--- config.mk ---
export PLATFORM = sky130hd
export DESIGN_NAME = ripple_count_monitor
export DESIGN_NICKNAME = d
export VERILOG_FILES = /design/src/rtl/ripple_count_monitor_pkg.sv /design/src/rtl/ripple_count_monitor_stable_sampler.sv /design/src/rtl/ripple_count_monitor.sv
export SDC_FILE = /design/constraint.sdc
export NUM_CORES = 1
export LEC_CHECK = 0
export BUFFER_PORTS_ARGS = -buffer_cell sky130_fd_sc_hd__clkbuf_2
export CORE_ASPECT_RATIO = 1.2
export CORE_MARGIN = 3
export CORE_UTILIZATION = 50
export CTS_BUF_LIST = sky130_fd_sc_hd__clkbuf_8
export DETAILED_ROUTE_END_ITERATION = 6
export HOLD_SLACK_MARGIN = 0.06
export PLACE_DENSITY = 0.82
export SLEW_MARGIN = 20
export SYNTH_ARGS = -nofsm -noshare
export SYNTH_HDL_FRONTEND = slang
export SYNTH_SLANG_ARGS = --single-unit
--- constraint.sdc ---
create_clock -name clk -period 1.9 [get_ports clk]
set_input_delay 0.285 -clock clk [delete_from_list [all_inputs] [get_ports clk]]
set_output_delay 0.285 -clock clk [all_outputs]
set_load 0.005 [all_outputs]
--- src/rtl/ripple_count_monitor_pkg.sv ---
// Shared constants and compare-FSM encoding for the ripple count monitor.
package ripple_count_monitor_pkg;

    localparam int CW_DEF     = 4;
    localparam int WRAPW_DEF  = 4;
    localparam int STABLE_DEF = 2;

    typedef enum logic [1:0] {
        ST_IDLE  = 2'd0,
        ST_ARMED = 2'd1,
        ST_HIT   = 2'd2
    } cmp_state_e;

endpackage

--- src/rtl/ripple_count_monitor_stable_sampler.sv ---
// History shift register over the raw rippled count. A value is offered for
// acceptance only once every history slot holds it and it differs from the
// currently published count, so ripple transients shorter than DEPTH samples
// never get through.
module stable_sampler #(
    parameter int W     = 4,
    parameter int DEPTH = 2
) (
    input  logic         clk,
    input  logic         rst,
    input  logic [W-1:0] sample_i,
    input  logic [W-1:0] ref_i,
    output logic         accept_o,
    output logic [W-1:0] value_o
);

    logic [W-1:0] hist_q [DEPTH];
    logic         all_eq;

    // Shift a new raw sample in on every clock.
    always_ff @(posedge clk or posedge rst) begin
        if (rst) begin
            for (int i = 0; i < DEPTH; i++) begin
                hist_q[i] <= '0;
            end
        end else begin
            hist_q[0] <= sample_i;
            for (int i = 1; i < DEPTH; i++) begin
                hist_q[i] <= hist_q[i-1];
            end
        end
    end

    // All history slots must agree with the newest one.
    always_comb begin
        all_eq = 1'b1;
        for (int i = 1; i < DEPTH; i++) begin
            if (hist_q[i] != hist_q[0]) begin
                all_eq = 1'b0;
            end
        end
    end

    assign value_o  = hist_q[0];
    assign accept_o = all_eq && (hist_q[0] != ref_i);

endmodule

--- src/rtl/ripple_count_monitor.sv ---
// Clean-count monitor for an asynchronous ripple up counter: publishes the
// debounced count, flags wraps and discontinuities, keeps a saturating wrap
// counter with sticky overflow, and runs a one-shot armed compare.
module ripple_count_monitor
    import ripple_count_monitor_pkg::*;
#(
    parameter int CW     = CW_DEF,
    parameter int WRAPW  = WRAPW_DEF,
    parameter int STABLE = STABLE_DEF
) (
    input  logic             clk,
    input  logic             rst,
    input  logic [CW-1:0]    count_in,
    input  logic             arm,
    input  logic             clear,
    input  logic [CW-1:0]    match_val,
    output logic [CW-1:0]    count_q,
    output logic             upd_pulse,
    output logic             wrap_pulse,
    output logic             disc_pulse,
    output logic [WRAPW-1:0] wrap_cnt,
    output logic             overflow,
    output logic             armed,
    output logic             match_pulse
);

    localparam logic [CW-1:0]    CNT_MAX  = {CW{1'b1}};
    localparam logic [WRAPW-1:0] WRAP_MAX = {WRAPW{1'b1}};

    logic             accept;
    logic [CW-1:0]    new_val;

    logic [CW-1:0]    cnt_q, cnt_d;
    logic             upd_q, wrap_q, disc_q;
    logic             is_wrap, is_disc;
    logic [WRAPW-1:0] wrap_cnt_q, wrap_cnt_d;
    logic             ovf_q, ovf_d;

    cmp_state_e       state_q, state_d;
    logic [CW-1:0]    match_reg_q, match_reg_d;
    logic             match_q, match_d;

    stable_sampler #(
        .W     (CW),
        .DEPTH (STABLE)
    ) u_sampler (
        .clk      (clk),
        .rst      (rst),
        .sample_i (count_in),
        .ref_i    (cnt_q),
        .accept_o (accept),
        .value_o  (new_val)
    );

    // Classify an accepted update and maintain the wrap counter; clear wins.
    always_comb begin
        cnt_d      = cnt_q;
        is_wrap    = 1'b0;
        is_disc    = 1'b0;
        wrap_cnt_d = wrap_cnt_q;
        ovf_d      = ovf_q;
        if (accept) begin
            cnt_d   = new_val;
            is_wrap = (cnt_q == CNT_MAX) && (new_val == '0);
            is_disc = !is_wrap && (new_val < cnt_q);
        end
        if (clear) begin
            wrap_cnt_d = '0;
            ovf_d      = 1'b0;
        end else if (is_wrap) begin
            if (wrap_cnt_q == WRAP_MAX) begin
                ovf_d = 1'b1;
            end else begin
                wrap_cnt_d = wrap_cnt_q + 1'b1;
            end
        end
    end

    // Compare FSM: only a fresh accepted update can hit; clear forces IDLE.
    always_comb begin
        state_d     = state_q;
        match_reg_d = match_reg_q;
        match_d     = 1'b0;
        case (state_q)
            ST_IDLE: begin
                if (arm) begin
                    state_d     = ST_ARMED;
                    match_reg_d = match_val;
                end
            end
            ST_ARMED: begin
                if (accept && (new_val == match_reg_q)) begin
                    state_d = ST_HIT;
                    match_d = 1'b1;
                end
            end
            ST_HIT: begin
                if (arm) begin
                    state_d     = ST_ARMED;
                    match_reg_d = match_val;
                end else begin
                    state_d = ST_IDLE;
                end
            end
            default: state_d = ST_IDLE;
        endcase
        if (clear) begin
            state_d = ST_IDLE;
            match_d = 1'b0;
        end
    end

    // Register published count, pulses, wrap bookkeeping and FSM.
    always_ff @(posedge clk or posedge rst) begin
        if (rst) begin
            cnt_q       <= '0;
            upd_q       <= 1'b0;
            wrap_q      <= 1'b0;
            disc_q      <= 1'b0;
            wrap_cnt_q  <= '0;
            ovf_q       <= 1'b0;
            state_q     <= ST_IDLE;
            match_reg_q <= '0;
            match_q     <= 1'b0;
        end else begin
            cnt_q       <= cnt_d;
            upd_q       <= accept;
            wrap_q      <= is_wrap;
            disc_q      <= is_disc;
            wrap_cnt_q  <= wrap_cnt_d;
            ovf_q       <= ovf_d;
            state_q     <= state_d;
            match_reg_q <= match_reg_d;
            match_q     <= match_d;
        end
    end

    assign count_q     = cnt_q;
    assign upd_pulse   = upd_q;
    assign wrap_pulse  = wrap_q;
    assign disc_pulse  = disc_q;
    assign wrap_cnt    = wrap_cnt_q;
    assign overflow    = ovf_q;
    assign armed       = (state_q == ST_ARMED);
    assign match_pulse = match_q;

endmodule

==> out/results.ini <==
[outcome]
status = completed

[timing]
finalSetupViolations = 0
worst_hold_slack_ns = 0.116
hold_viol = 0
fin_setup_tns_ns = 0
period_share = 0.955
slew_headroom = 0.705
worstMarginPinSlew_ns = 0.442
post-route-min-period_ns = 1.81
slew_viol_final = 0
rsz0062_at_grt = no
timing.fmax_mhz = 551
finClkSkew_ns = 0.00114

[floorplanning]
die_x_um = 51.4
initial_core_util = 0.531
fp-row-count = 19
die_y_um = 60.5
num_io_pins = 26
coreArea_um2 = 2330
die-area_um2 = 3110

[routing]
drc = 0
antenna_left = 0
routed-via-count = 924
via_per_inst = 5.57
drtIter0Drc = 10
firstDrtPassIters = 4
wl_um = 2270
wl_per_cell_um = 13.7

[setup_path]
path_class = flip-flop to flip-flop
r2r-end = wrap_cnt[0]
crit_fanout = 5
cp.arrival_ns = 2.01
regToRegSetupSlack_ns = 0.09
r2r_cells = 5
worstSetupEndpointType = flip-flop
cp.required_ns = 2.10
start_kind = flip-flop
worstReg2RegStart = wrap_cnt[1]

[cts]
clkTransAtPathRegs_ns = 0.08
cts_tree = done
cts_buffers = 3
clockBufferDepth = 2
clock_latency_ns = 0.27
clock-sinks = 27
root_buffer = clkbuf_8
htree_levels = 1

[grt]
grtUsageTotal = 0.165
grt_util_met2 = 0.309
met1_usage = 0.177
grt_overflow_total = 0
grt_pass1_vias = 924
grt_max_degree = 28
busiest_layer = met2
antenna_found_initial = 0
grt_pass1_wl_um = 3860
grt_use_met3 = 0.0221

[pwr]
power.density_cell_area_nw_per_um2 = 875
p_total_mw = 1.30
power.leakage_nw = 0.728
ir_drop_uv = 598

[hold_path]
hold_depth = 1
min-delay-start = count_in[1]
hold_path_class = input pin to flip-flop
holdPathEnd = u_sampler.value_o[1]

[synth]
syn_avg_cell_area_um2 = 12.2
ys_seq_area_frac = 0.547
synth_nets = 118
syn-cell-area_um2 = 1240
synth_seq_cells = 27
synth-edff-count = 0
yosysUniqueCellTypes = 30
synth_ff_type = dfrtp_1
ys_async_sr_fraction = 1.00
ys_warn_count = 0
syn_inst = 101

[layout]
layout_commonest_cell = dfrtp_1
drive_above_1_share = 0.289
antenna_cells = 0
area_delta_synth_final_pct = 20.5
final_cell_mix = dfrtp_1 (26), clkbuf_2 (25), inv_1 (7)
instances_no_fill = 166
fin_nets = 153
n_fill_cell = 203

[placed_design]
dp_cells = 161
portBuffers = 25
place_congestion = 0.840
dp_hpwl_um = 1730

[run]
maxCapViolations = 0

==> registers in the layout, indices dropped and copies added, names as in the netlist <==
name               count
overflow               1
match_pulse            1
u_sampler.hist_q       4
wrap_cnt               4
disc_pulse             1
u_sampler.value_o      4
wrap_pulse             1
state_q                2
upd_pulse              1
count_q                4
match_reg_q            4
==> stage by stage <==
| step | util | setup WS (ns) | instance area, µm² |
|---|---|---|---|
| after floorplan | - | 0.122 | 1240 |
| after global placement | 0.614 | 0.128 | 1430 |
| after detailed placement | 0.614 | 0.0568 | 1430 |
| after CTS | 0.638 | 0.0352 | 1490 |
| after global routing | 0.640 | 0.00787 | 1490 |
| final | 0.640 | 0.0859 | 1490 |
==> cells in the mapped netlist, types with 2 or more instances <==
| library cell | number | area [µm²] |
|---|---|---|
| a21oi_1 | 2 | 10.0 |
| a41oi_1 | 3 | 26.3 |
| and3_1 | 5 | 31.3 |
| dfrtp_1 | 27 | 676 |
| ha_1 | 5 | 62.6 |
| inv_1 | 6 | 22.5 |
| mux2_1 | 5 | 56.3 |
| nand3_1 | 5 | 25.0 |
| nand4_1 | 3 | 18.8 |
| nand4bb_4 | 2 | 55.1 |
| nor2_1 | 6 | 22.5 |
| nor2b_1 | 3 | 18.8 |
| nor3_1 | 3 | 15.0 |
| o21ai_1 | 3 | 15.0 |
| o31ai_1 | 2 | 15.0 |
| xnor2_1 | 2 | 17.5 |
| xor2_1 | 6 | 52.6 |
==> report_power, final <==
| group | total (mW) | leakage (nW) | internal [mW] | switching, mW |
|---|---|---|---|---|
| registers | 0.701 | 0.341 | 0.636 | 0.0650 |
| clock network | 0.309 | 0.0269 | 0.145 | 0.164 |
| logic | 0.295 | 0.360 | 0.147 | 0.148 |
| total | 1.30 | 0.728 | 0.927 | 0.376 |
==> how the worst max path moves through the flow <==
stage	startpoint	endpoint	slack (ns)	depth (start not counted)
after CTS	wrap_cnt[1]	wrap_cnt[0]	0.04	5
after global routing	count_q[3]	wrap_cnt[0]	0.008	6
final	wrap_cnt[1]	wrap_cnt[0]	0.09	5
after global placement	wrap_cnt[1]	wrap_cnt[0]	0.13	5
after floorplan	wrap_cnt[0]	wrap_cnt[0]	0.12	5
after detailed placement	wrap_cnt[1]	wrap_cnt[0]	0.06	5
==> repair_timing <==
item                                   CTS  global route
gates resized for setup                  0             2
endpoints found under the hold margin   27             0
setup endpoints to repair                0             4
hold buffers                             1             0
buffers inserted                         0             0
==> routing by layer <==
metal | vias up | wire [µm]
li1 | 430 | -
met1 | 465 | 944
met2 | 23 | 1200
met3 | 6 | 85
met4 | 0 | 41
met5 | - | 0
==> layout make-up <==
class	instances	area (µm²)	area share
clock buffers	3	41.3	0.0277
clock inverters	1	3.75	0.00252
inverters	6	22.5	0.0151
multi-input cells	66	527	0.353
flip-flops and latches	27	677	0.454
well taps	31	38.8	0.0260
repair buffers	32	180	0.121
==> cell families after synthesis <==
logic type	Yosys count	synth area share
muxes	5	0.0455
and+or+nand+nor	32	0.181
adders and majority gates	5	0.0506
AOI/OAI and AO/OA	16	0.0901
DFF	27	0.547
xor gates and xnor gates	8	0.0567
buffers and inverters	8	0.0293
==> critical path: stages, from the launching register on <==
cell and delay [ns]:
dfrtp_1 0.43, ha_2 0.22, and3_1 0.21, or3_4 0.34, or4_1 0.40, a21oi_1 0.16
Power figures use the tool's default switching activity.
